$ cat src/rtl/nano_pkg.sv
// Shared opcode values, FSM state encoding and default widths for the nano sequencer.
// Optional build macro NANO_SEQ_JNZ_EN only changes decode; these constants are identical in both builds.
package nano_pkg;

  localparam int ADDR_W_DEF = 4;
  localparam int OP_W_DEF   = 4;

  localparam int OP_NOP  = 0;
  localparam int OP_JMP  = 1;
  localparam int OP_JZ   = 2;
  localparam int OP_JNZ  = 3;
  // HALT is the all-ones opcode at whatever OP_W is in use; this is the OP_W_DEF value.
  localparam int OP_HALT = (1 << OP_W_DEF) - 1;

  typedef enum logic [1:0] {
    ST_FETCH  = 2'd0,
    ST_DECODE = 2'd1,
    ST_EXEC   = 2'd2,
    ST_HALTED = 2'd3
  } state_t;

endpackage

$ cat src/rtl/nano_branch_resolve.sv
// Combinational decode of the held instruction into PC strobes and the next FSM state.
// With NANO_SEQ_JNZ_EN defined, opcode 3 is JNZ; otherwise it falls into the ALU class.
module nano_branch_resolve
  import nano_pkg::*;
#(
  parameter int ADDR_W = ADDR_W_DEF,
  parameter int OP_W   = OP_W_DEF
) (
  input  logic [OP_W-1:0]   op,
  input  logic [ADDR_W-1:0] operand,
  input  logic              zero_flag,
  output logic              count_enable,
  output logic              sload,
  output logic [ADDR_W-1:0] load_data,
  output state_t            next_state
);

  logic take;

  always_comb begin
    take         = 1'b0;
    count_enable = 1'b0;
    next_state   = ST_FETCH;
    if (op == {OP_W{1'b1}}) begin
      next_state = ST_HALTED;
    end else if (op == OP_W'(OP_NOP)) begin
      count_enable = 1'b1;
    end else if (op == OP_W'(OP_JMP)) begin
      take = 1'b1;
    end else if (op == OP_W'(OP_JZ)) begin
      take         = zero_flag;
      count_enable = ~zero_flag;
`ifdef NANO_SEQ_JNZ_EN
    end else if (op == OP_W'(OP_JNZ)) begin
      take         = ~zero_flag;
      count_enable = zero_flag;
`endif
    end else begin
      next_state = ST_EXEC;
    end
    sload     = take;
    load_data = take ? operand : '0;
  end

endmodule

$ cat src/rtl/nano_sequencer.sv
// Fetch/decode/execute control FSM driving the program counter's load/count strobes.
// Build option NANO_SEQ_JNZ_EN (see nano_branch_resolve) enables the JNZ opcode.
module nano_sequencer
  import nano_pkg::*;
#(
  parameter int ADDR_W = ADDR_W_DEF,
  parameter int OP_W   = OP_W_DEF
) (
  input  logic                   clock,
  input  logic                   areset,
  input  logic                   run,
  input  logic [ADDR_W-1:0]      pc_value,
  output logic                   pc_count_enable,
  output logic                   pc_sload,
  output logic [ADDR_W-1:0]      pc_load_data,
  output logic [ADDR_W-1:0]      mem_addr,
  output logic                   mem_req,
  input  logic                   mem_ack,
  input  logic [OP_W+ADDR_W-1:0] mem_rdata,
  input  logic                   zero_flag,
  output logic                   exec_valid,
  output logic [OP_W-1:0]        exec_op,
  output logic [ADDR_W-1:0]      exec_operand,
  input  logic                   exec_ready,
  output logic                   halted
);

  localparam int IW = OP_W + ADDR_W;

  state_t            state;
  logic [IW-1:0]     ir;
  logic              br_count_enable;
  logic              br_sload;
  logic [ADDR_W-1:0] br_load_data;
  state_t            br_next;

  nano_branch_resolve #(
    .ADDR_W(ADDR_W),
    .OP_W  (OP_W)
  ) u_branch (
    .op          (ir[IW-1:ADDR_W]),
    .operand     (ir[ADDR_W-1:0]),
    .zero_flag   (zero_flag),
    .count_enable(br_count_enable),
    .sload       (br_sload),
    .load_data   (br_load_data),
    .next_state  (br_next)
  );

  always_ff @(posedge clock or negedge areset) begin
    if (!areset) begin
      state <= ST_FETCH;
      ir    <= '0;
    end else begin
      case (state)
        ST_FETCH: begin
          if (mem_req && mem_ack) begin
            ir    <= mem_rdata;
            state <= ST_DECODE;
          end
        end
        ST_DECODE: state <= br_next;
        ST_EXEC:   if (exec_ready) state <= ST_FETCH;
        default:   state <= ST_HALTED;
      endcase
    end
  end

  // Strobes decode straight from state so a reset assertion clears them without waiting for a clock.
  assign mem_addr        = pc_value;
  assign mem_req         = areset && run && (state == ST_FETCH);
  assign exec_valid      = (state == ST_EXEC);
  assign exec_op         = ir[IW-1:ADDR_W];
  assign exec_operand    = ir[ADDR_W-1:0];
  assign pc_sload        = (state == ST_DECODE) && br_sload;
  assign pc_load_data    = pc_sload ? br_load_data : '0;
  assign pc_count_enable = ((state == ST_DECODE) && br_count_enable) ||
                           ((state == ST_EXEC) && exec_ready);
  assign halted          = (state == ST_HALTED);

endmodule

$ cat config.mk
export PLATFORM = sky130hd
export DESIGN_NAME = nano_sequencer
export DESIGN_NICKNAME = d
export VERILOG_FILES = /design/src/rtl/nano_pkg.sv /design/src/rtl/nano_branch_resolve.sv /design/src/rtl/nano_sequencer.sv
export SDC_FILE = /design/constraint.sdc
export NUM_CORES = 1
export LEC_CHECK = 0
export ABC_AREA = 0
export CAP_MARGIN = 5
export CORE_MARGIN = 4
export CORE_UTILIZATION = 35
export CTS_CLUSTER_SIZE = 16
export DETAILED_ROUTE_END_ITERATION = 16
export GPL_TIMING_DRIVEN = 0
export HOLD_SLACK_MARGIN = 0.1
export PLACE_DENSITY = 0.82
export REMOVE_ABC_BUFFERS = 1
export SLEW_MARGIN = 10
export SYNTH_ARGS = -nofsm -noshare
export SYNTH_HDL_FRONTEND = slang
export SYNTH_SLANG_ARGS = --single-unit
$ cat constraint.sdc
create_clock -name clock -period 2.51 [get_ports clock]
set_input_delay 0.502 -clock clock [delete_from_list [all_inputs] [get_ports clock]]
set_output_delay 0.502 -clock clock [all_outputs]
set_load 0.005 [all_outputs]
# Word level (Yosys, flattened, before mapping)
# Index checks and enable logic that the tools add are counted.
# word_totals
ff_bits	10
in_bits	18
output_inout_bits	21
wordCells	39
# classes
n_eq_ne	8
muxes	17
bitwise_logic	1
n_reduce_logical	11
# op_table
cell	count
$mux 2	6
$mux 1	8
$mux 4	2
$logic_and 1x1->1	6
$pmux 2 s3	1
$eq 2x2->1 const B	2
$eq 4x1->1 const B	1
$eq 4x2->1 const B	1
$eq 4x4->1 const B	1
$logic_not 4->1	1
$reduce_and 2->1	2
$eq 2x1->1 const B	1
$logic_not 2->1	1
$ne 2x1->1 const B	1
$ne 2x2->1 const B	1
$logic_or 1x1->1	1
$not 1->1	1

# Longest topological paths before layout
# Gate-level depths: netlist of run 1.
# logic_depth
word_depth	7
ltp_mapped	3
depth_no_buf	3

# Hierarchy
# Synthesis of run 1 repeated with hierarchy kept, for this count alone.
# hier_totals
cells_unflattened	52
area_unflattened_um2	599.3
# by_module_without_submodules
mod	n_inst	cells_per_inst	area_per_inst_um2	seq_area_each_um2
nano_sequencer	1	38	476.7	250.2
nano_branch_resolve	1	14	122.6	0.0

# Least setup slack after synthesis of run 1
# No wires, ideal clock.
# synth_path
path_type	register to output
from	register ir[6]
to	output pc_load_data[0]
arrival_time_ns	1.284
required_time_ns	2.008
setup_slack_ns	0.724
path_stages_with_launch	4
n_path_buf	0
path_cell_list	dfrtp_1 -> or4b_4 -> a21oi_2 -> and2_1
# synth_via
elab_chain_len	7
word_cells_on_any_way	11
cone_classes	eq/ne (3); mux (6); reduce/logical (2)
# synth_rtl
element	line	source
start, declared	nano_sequencer.sv:31	logic [IW-1:0] ir;
start signal, assigned	nano_sequencer.sv:58	ir <= mem_rdata;
$eq 4x2->1	nano_branch_resolve.sv:30	end else if (op == OP_W'(OP_JZ)) begin
$mux 1	nano_branch_resolve.sv:30	
$mux 1	nano_branch_resolve.sv:28	end else if (op == OP_W'(OP_JMP)) begin
$mux 1	nano_branch_resolve.sv:26	end else if (op == OP_W'(OP_NOP)) begin
$mux 1 (*)	nano_branch_resolve.sv:24	if (op == {OP_W{1'b1}}) begin
$logic_and 1x1->1 (*)	nano_sequencer.sv:75	assign pc_sload = (state == ST_DECODE) && br_sload;
named net pc_sload	nano_sequencer.sv:14	output logic pc_sload,
$mux 4 (*)	nano_sequencer.sv:76	assign pc_load_data = pc_sload ? br_load_data : '0;
end, declared	nano_sequencer.sv:15	output logic [ADDR_W-1:0] pc_load_data,
# The timed path passes the listed nets; every way through them passes the cells marked *.

# Worst setup path in the final report of run 1
# layout_path
from	register ir[7]
to	output pc_load_data[1]
# layout_via
elab_chain_len	7
word_cells_on_any_way	11
cone_classes	eq/ne (3); mux (6); reduce/logical (2)
# layout_rtl
element	line
$eq 4x2->1	nano_branch_resolve.sv:30
$mux 1	nano_branch_resolve.sv:30
$mux 1	nano_branch_resolve.sv:28
$mux 1	nano_branch_resolve.sv:26
$mux 1 (*)	nano_branch_resolve.sv:24
$mux 4 or $logic_and 1x1->1 (tied branches)	nano_branch_resolve.sv:42, nano_sequencer.sv:75
$mux 4 (*)	nano_sequencer.sv:76
# Mark *: on every way between the ends. The rest lies on a longest branch, timed or not.

==> results of run 1 <==
logic make-up (layout without fill, tap and decap cells):
group	Yosys count	in the layout	synth area share [%]
simple gates	11	11	16.5
compound gates	8	8	12.2
mux	8	8	17.2
buf+inv	5	41	6.44
flops	10	10	47.7
worst register-to-register path, cell delays in order (launching register included):
cell      delay, ns
dfrtp_1        0.39
buf_4          0.16
and4bb_2       0.31
nand2_2        0.17
mux2_2         0.32
per-layer routing:
layer  wire length (um)  share of wire, %  vias to the layer above
met4                 12              0.94                        0
met2                622                49                       23
met1                526                41                      223
li1                   -                 -                      222
met5                  0                 0                        -
met3                112               8.8                        2
cells in the mapped netlist:
| master | number |
|---|---|
| a41oi_1 | 1 |
| nand3b_1 | 1 |
| a21oi_1 | 2 |
| buf_4 | 4 |
| a21oi_2 | 1 |
| inv_1 | 1 |
| a211o_2 | 1 |
| a31o_1 | 1 |
| and2b_1 | 1 |
| o21ai_0 | 1 |
| and4bb_2 | 1 |
| or2b_1 | 1 |
| dfrtp_1 | 10 |
| a211oi_2 | 1 |
| or4b_4 | 1 |
| mux2_2 | 8 |
| nand2_2 | 1 |
| and2_1 | 5 |
through the flow:
stage                     instances  power (W)
after detailed placement         83   0.000207
after global routing             93   0.000364
final                            93   0.000345
after floorplan                  38   0.000175
after global placement           83   0.000206
after CTS                        92   0.000352
how the worst max path moves through the flow:
stage	startpoint	cells past startpoint	end	slack, ns
after floorplan	ir[6]	3	pc_load_data[0]	0.72
after global placement	areset	3	mem_req	-0.09
after detailed placement	areset	3	mem_req	-0.12
after CTS	ir[7]	4	pc_count_enable	0.009
after global routing	ir[7]	6	pc_load_data[2]	0.02
final	ir[7]	6	pc_load_data[1]	0.10
state kept, by name, indices dropped and copies added, names as in the netlist:
signal,flops
ir,8
state,2
power groups by stage:
stage	Sequential (W)	Clock, W	Combinational [W]
global route	0.000168	0.000157	0.0000396
global placement	0.000171	0	0.0000352
CTS	0.000167	0.000147	0.0000378
floorplan	0.000171	0	0.00000454
finish	0.000167	0.000141	0.0000371
detailed placement	0.000171	0	0.0000360
layout make-up:
| cell class | count | area (um^2) | area share (%) |
|---|---|---|---|
| timing repair buffer | 36 | 355 | 39.0 |
| sequential | 10 | 250 | 27.4 |
| tap | 15 | 18.8 | 2.06 |
| inverter | 1 | 3.75 | 0.412 |
| clock buffer | 4 | 36.3 | 3.98 |
| multi-input combinational | 27 | 248 | 27.2 |
what timing repair did:
item                                   4_1_cts  5_1_grt
pin swaps                                    2        1
setup endpoints to repair                    7        4
hold buffers                                 0        0
resized for setup                            4        5
cloned                                       0        0
endpoints found under the hold margin        0        0
setup buffers                                5        1
==> flow_metrics.env, run 1 <==
export IMPL_port_buffers=30
export IMPL_p_clk_share_pct=40.8
export IMPL_setup_viol=0
export IMPL_slew_violations=0
export IMPL_via_per_inst=5.05
export IMPL_combPwrFrac_pct=10.8
export IMPL_wl_mm=1.27
export IMPL_rows=13
export IMPL_gp_congestion=0.671
export IMPL_worst_hold_path_type="in -> async"
export IMPL_clock_latency_ns=0.26
export IMPL_critical_path_class="reg -> out"
export IMPL_crit_family="simple AND/OR/NAND/NOR gates"
export IMPL_worst_slack_ns=0.103
export IMPL_io_pins=39
export IMPL_grtUsageMet3_pct=4.30
export IMPL_rr_startpoint="state[1]"
export IMPL_final_cell_area_um2=912
export IMPL_wl_per_cell_um=13.7
export IMPL_final_common_cell="clkdlybuf4s50_1"
export IMPL_r2r_end="ir[4]"
export IMPL_cellInternalPower_w=0.000279
export IMPL_grt_max_degree=12
export IMPL_die_y_um=46.7
export IMPL_max_cap_violations=0
export IMPL_rr_worst_depth=4
export IMPL_required_ns=2.01
export IMPL_use_met2_pct=19.8
export IMPL_status="completed"
export IMPL_worstPathBufferInverterCount=3
export IMPL_cts_buffers=3
export IMPL_yosys_register_bits=10
export IMPL_diodes=0
export IMPL_overflow=0
export IMPL_peakVddDrop_v=0.000328
export IMPL_pre_cts_ws_ns=-0.116
export IMPL_hold_viol=0
export IMPL_grtUsageTotal_pct=12.5
export IMPL_max_stage_delay_ns=0.56
export IMPL_period_needed_ns=2.41
export IMPL_clkSlewWorstSetupHoldPaths_ns=0.06
export IMPL_fin_setup_tns_ns=0
export IMPL_antenna_left=0
export IMPL_first_pass_iters=4
export IMPL_clk_path_buf_depth=2
export IMPL_use_met1_pct=14.9
export IMPL_cpMaxStageDelayCell="or4b_4"
export IMPL_grt_pass1_wl_mm=1.88
export IMPL_holdWs_ns=0.294
export IMPL_ff2ff_setup_slack_ns=1.07
export IMPL_synth_cells=42
export IMPL_die_area_um2=2180
export IMPL_cts_sinks=10
export IMPL_grt_antenna_before_repair=0
export IMPL_powerDensity_nw_per_um2=379
export IMPL_grt_busiest_layer="met2"
export IMPL_final_period_utilization_pct=95.9
export IMPL_cp_max_fo=3
export IMPL_fin_skew_ns=0.000269
export IMPL_root_buffer="clkbuf_4"
export IMPL_path_cells="or4b_4 > a21oi_4 > buf_6 > buf_4 > and2_1 > dlygate4sd2_1"
export IMPL_synth_area_top_cells="dfrtp_1 (48%), mux2_2 (17%), and2_1 (6.0%), buf_4 (5.7%), or4b_4 (2.6%)"
export IMPL_placed_area_um2=813
export IMPL_max_slew_worst_pin_slew_ns=0.466
export IMPL_core_area_um2=1350
export IMPL_fmax_ghz=0.415
export IMPL_crit_path_start_kind="flip-flop"
export IMPL_rsz0062_at_grt="no"
export IMPL_start_util_pct=38.8
export IMPL_drc=0
export IMPL_syn_area_um2=524
export IMPL_nNetsFinal=97
export IMPL_end_kind="primary output"
export IMPL_synth_cell_type_count=18
export IMPL_p_sw_w=0.0000659
export IMPL_drt_initial_drc_count=6
export IMPL_synth_area_per_cell_um2=12.5
export IMPL_crit_arrival_ns=1.91
export IMPL_max_slew_margin_pct=69.0
export IMPL_mostFrequentLayoutCells="clkdlybuf4s50_1 (23), dfrtp_1 (10), mux2_2 (8)"
export IMPL_fillers=107
export IMPL_fp_dieW_um=46.7
export IMPL_seq_power_share_pct=48.5
export IMPL_area_growth_pct=74.0
export IMPL_hpwl_um=910
export IMPL_synth_seq_area_share_pct=47.7
export IMPL_cts_tree="built"
export IMPL_yosys_warnings=0
export IMPL_htree_levels=1
export IMPL_drive_gt1_share_pct=30.8
export IMPL_leakagePower_nw=0.486
export IMPL_grt_pass1_vias=463
export IMPL_vias=470
export IMPL_synth_top_cell_by_area="dfrtp_1"
export IMPL_fin_util_pct=67.6
export IMPL_synth_top_area_share_pct=47.7
export IMPL_switching_share_pct=19.1
No activity file was read; power rests on OpenSTA's default activity.
==> run 2: changes to the inputs <==
- clock period: 2.51 -> 2.9 ns (I/O delays scaled with it)
==> run 2 against run 1 <==
  * Power fell by 14%
  * Largest cell class unchanged
  * Clock skew increased by 0.0016 ns
  * Non-clock buffer count shrank 6
  * Final area decreased by 6.9%
  * Global-route usage is 0.63 points lower
==> flow_metrics.env, run 2 (synthesized netlist as in run 1, its figures left out) <==
export IMPL_dp_cells=83
export IMPL_overflow=0
export IMPL_diodes=0
export IMPL_rr_worst_depth=3
export IMPL_nNetsFinal=91
export IMPL_hold_viol=0
export IMPL_drt_initial_drc_count=3
export IMPL_first_pass_iters=4
export IMPL_hold_depth=1
export IMPL_cts_buffers=3
export IMPL_seq_power_share_pct=48.8
export IMPL_combPwrFrac_pct=10.3
export IMPL_ff2ff_setup_slack_ns=1.51
export IMPL_grt_antenna_before_repair=0
export IMPL_cellInternalPower_w=0.000241
export IMPL_grtUsageTotal_pct=11.9
export IMPL_cts_sinks=10
export IMPL_finalNonFillerCells=87
export IMPL_fin_skew_ns=0.00182
export IMPL_whs_endpoint="ir[3]"
export IMPL_powerDensity_nw_per_um2=351
export IMPL_rows=13
export IMPL_max_slew_margin_pct=68.6
export IMPL_worst_hold_path_type="reg -> reg"
export IMPL_grt_pass1_vias=436
export IMPL_setup_viol=0
export IMPL_status="completed"
export IMPL_required_ns=2.32
export IMPL_critical_path_class="in -> out"
export IMPL_mostFrequentLayoutCells="clkdlybuf4s50_1 (30), dfrtp_1 (10), mux2_2 (8)"
export IMPL_clk_path_buf_depth=2
export IMPL_leakagePower_nw=0.368
export IMPL_drive_gt1_share_pct=25.0
export IMPL_htree_levels=1
export IMPL_peakVddDrop_v=0.000277
export IMPL_gp_congestion=0.671
export IMPL_wl_mm=1.19
export IMPL_die_y_um=46.7
export IMPL_cts_tree="built"
export IMPL_drc=0
export IMPL_cp_max_fo=11
export IMPL_r2r_end="ir[4]"
export IMPL_max_cap_violations=0
export IMPL_fillers=111
export IMPL_die_area_um2=2180
export IMPL_slew_violations=0
export IMPL_vias=451
export IMPL_port_buffers=30
export IMPL_rr_startpoint="state[1]"
export IMPL_p_total_w=0.000298
export IMPL_clkSlewWorstSetupHoldPaths_ns=0.06
export IMPL_start_util_pct=38.8
export IMPL_cts_setup_buffers=0
export IMPL_hpwl_um=910
export IMPL_fin_setup_tns_ns=0
export IMPL_hold_buffers=0
export IMPL_crit_path_start_kind="input pin"
export IMPL_antenna_left=0
export IMPL_switching_share_pct=19.0
export IMPL_core_area_um2=1350
export IMPL_wl_per_cell_um=13.6
export IMPL_p_sw_w=0.0000565
export IMPL_max_slew_worst_pin_slew_ns=0.470
export IMPL_largest_reg_flops=8
export IMPL_cts_repair_resized=0
export IMPL_grt_max_degree=12
export IMPL_end_kind="primary output"
export IMPL_fp_dieW_um=46.7
export IMPL_period_needed_ns=2.75
export IMPL_root_buffer="clkbuf_4"
export IMPL_top_register="ir"
export IMPL_p_clk_share_pct=40.9
export IMPL_grt_pass1_wl_mm=1.79
export IMPL_fmax_ghz=0.364
export IMPL_final_common_cell="clkdlybuf4s50_1"
export IMPL_final_period_utilization_pct=94.8
export IMPL_rsz0062_at_grt="no"
export IMPL_area_growth_pct=62.1
export IMPL_hp_start="ir[3]"
export IMPL_io_pins=39
export IMPL_largest_registers="ir x8, state x2"
export IMPL_clock_latency_ns=0.26
export IMPL_via_per_inst=5.18
export IMPL_crit_arrival_ns=2.17
## run 2: cell type report
| type | count | area [um^2] | share of cell area [%] |
|---|---|---|---|
| Timing Repair Buffer | 30 | 300 | 35.3 |
| Sequential cell | 10 | 250 | 29.5 |
| Multi-Input combinational cell | 27 | 240 | 28.3 |
| Clock buffer | 4 | 36.3 | 4.27 |
| Tap cell | 15 | 18.8 | 2.21 |
| Inverter | 1 | 3.75 | 0.442 |
## run 2: per-stage QoR
step | util, % | hold slack [ns] | setup WS [ns] | cell area, um^2
after floorplan | - | 0.284 | 1.04 | 494
after global placement | 60.2 | 0.502 | 0.145 | 813
after detailed placement | 60.2 | 0.513 | 0.118 | 813
after CTS | 62.9 | 0.529 | 0.112 | 850
after global routing | 62.9 | 0.548 | 0.0203 | 850
final | 62.9 | 0.525 | 0.152 | 850
## run 2: power groups by stage
| stage | clock network (W) | logic (W) | registers (W) |
|---|---|---|---|
| final | 0.000122 | 0.0000308 | 0.000145 |
| after global routing | 0.000136 | 0.0000329 | 0.000146 |
| after CTS | 0.000127 | 0.0000314 | 0.000145 |
| after detailed placement | 0 | 0.0000312 | 0.000148 |
| after global placement | 0 | 0.0000305 | 0.000148 |
| after floorplan | 0 | 0.00000393 | 0.000148 |
## run 2: worst max-delay path, stage by stage
cell and delay, ns:
clkdlybuf4s50_1 0.76, and4bb_2 0.32, clkdlybuf4s50_1 0.50
## run 2: worst max path at each step
| stage | start | end | slack (ns) | cells past startpoint |
|---|---|---|---|---|
| after floorplan | ir[6] | pc_load_data[0] | 1.04 | 3 |
| after global placement | areset | mem_req | 0.14 | 3 |
| after detailed placement | areset | mem_req | 0.12 | 3 |
| after CTS | areset | mem_req | 0.11 | 3 |
| after global routing | areset | mem_req | 0.02 | 3 |
| final | areset | mem_req | 0.15 | 3 |
## run 2: layer usage
metal	vias to the layer above	GRT usage [%]	part of all wire [%]
li1	209	-	-
met3	2	4.30	9.3
met5	-	0	0
met2	23	17.9	49
met4	0	6.63	1.0
met1	217	14.7	41
==> patch (flow settings as in run 2) <==
Encoding of `state_t`: now one-hot (4 bits for 4 states).
--- a/src/rtl/nano_pkg.sv
+++ b/src/rtl/nano_pkg.sv
@@ -12,11 +12,11 @@
   // HALT is the all-ones opcode at whatever OP_W is in use; this is the OP_W_DEF value.
   localparam int OP_HALT = (1 << OP_W_DEF) - 1;
 
-  typedef enum logic [1:0] {
-    ST_FETCH  = 2'd0,
-    ST_DECODE = 2'd1,
-    ST_EXEC   = 2'd2,
-    ST_HALTED = 2'd3
+  typedef enum logic [3:0] {
+    ST_FETCH  = 4'b0001,
+    ST_DECODE = 4'b0010,
+    ST_EXEC   = 4'b0100,
+    ST_HALTED = 4'b1000
   } state_t;
 
 endpackage
Formal check against the unedited RTL: no difference found for any inputs over 10 cycles, from zero or initial values and one cycle with areset low; not proved beyond that.
==> patch against run 2 <==
  * Routed wire length grew 26%
  * Cell area increased by 22%
  * Via count grew 20%
  * Final cell count increased by 26%
  * Worst setup slack better by 0.20 ns
  * Area after synthesis rose by 26%
  * Sequential cell count up 2
  * Power grew 26%
  * Count of clock-buffer cells in the layout is the same
  * Highest routed layer unchanged
==> patch: results <==
group,metric,value,unit
global_route,grt_pass1_vias,608,
synthesis,synth.distinct_cells,23,
placed_design,place_inst,104,
power_and_ir_drop,ir_drop,0.000390,V
power_and_ir_drop,netSwitchingFraction,22.2,%
synthesis,synth_seq_area_share,45.7,%
outcome,outcome,"complete, no violations",
setup_path,crit_path_max_fanout,4,
synthesis,synth_area_leaders,"dfrtp_1 42%, mux2_2 14%, buf_4 4.6%, a2111oi_4 4.2%, dfstp_2 4.0%",
placed_design,pre_cts_slack,0.00695,ns
synthesis,synthTopCellsByCount,"11 x dfrtp_1, 8 x mux2_2, 4 x and2_1, 4 x buf_4",
routing,dr.pass1.iters,2,
clocking,clk_pin_slew_worst_paths,0.08,ns
synthesis,avgSynthCellArea,12.4,um2
placed_design,placed_area,961,um2
cells_and_area,top_regs,"ir (8), state (4)",
setup_path,reg2reg_to,"ir[7]$_DFFE_PN0P_",
setup_path,r2r_slack,1.20,ns
routing,routed_wl,1.50,mm
routing,wl_per_cell,13.6,um
power_and_ir_drop,pg_seq,0.000187,W
setup_path,arrival,1.97,ns
routing,vias,540,
global_route,grt_pass1_wl,2.55,mm
placed_design,gp_congestion,0.729,
routing,dr.first_iter.drc_count,1,
power_and_ir_drop,p_leak,0.508,nW
timing,hold_ws,0.326,ns
setup_path,worst_path_largest_cell_delay,0.48,ns
global_route,grt_usage,13.3,%
power_and_ir_drop,p_comb,0.0000563,W
==> patch: changes by cell type after synthesis, moves of 2 or more <==
cell            run 2  this run
nor3_1              0         2
and4_1              0         2
nor2_1              0         2
nor4b_1             0         3
==> patch: layout make-up <==
class	instances	area [um2]
well taps	25	31.3
clock buffers	4	36.3
repair buffers	32	330
fillers	163	731
flip-flops and latches	12	302
multi-input cells	37	334
==> patch: worst max-delay path: cells and delay by family <==
family          cells  cell delay, ns
buf+inv             3            0.78
compound gates      1            0.38
simple gates        2            0.23
==> patch: routing by layer <==
metal	up-vias	GRT usage [%]	share of wire, %
met4	0	9.17	1.3
met5	-	0	0
li1	260	-	-
met1	254	14.6	41
met2	24	21.6	49
met3	2	4.08	8.0
==> patch: worst max-delay path by stage <==
| stage | from | end | slack, ns | cells after the start |
|---|---|---|---|---|
| after floorplan | state[3]$_DFFE_PN0P_ | pc_load_data[0] | 0.91 | 3 |
| after global placement | zero_flag | pc_load_data[2] | 0.03 | 5 |
| after detailed placement | zero_flag | pc_load_data[2] | 0.007 | 5 |
| after CTS | zero_flag | pc_load_data[2] | 0.001 | 5 |
| after global routing | state[3]$_DFFE_PN0P_ | pc_count_enable | 0.22 | 4 |
| final | zero_flag | pc_load_data[0] | 0.35 | 6 |
==> patch: cell families (layout without fill, tap and decap cells) <==
family,count (synthesis),after routing,synth area share [%]
multiplexers,8,8,13.7
AO/OA/AOI/OAI,6,6,9.11
buffers and inverters,4,36,4.55
flip-flops,12,12,45.7
AND/OR/NAND/NOR,23,23,26.9
==> patch: timing repair <==
action	in CTS	in global routing
setup endpoints to repair	3	6
endpoints found under the hold margin	0	0
setup buffers	1	1
pin swaps	0	2
resized for setup	0	7
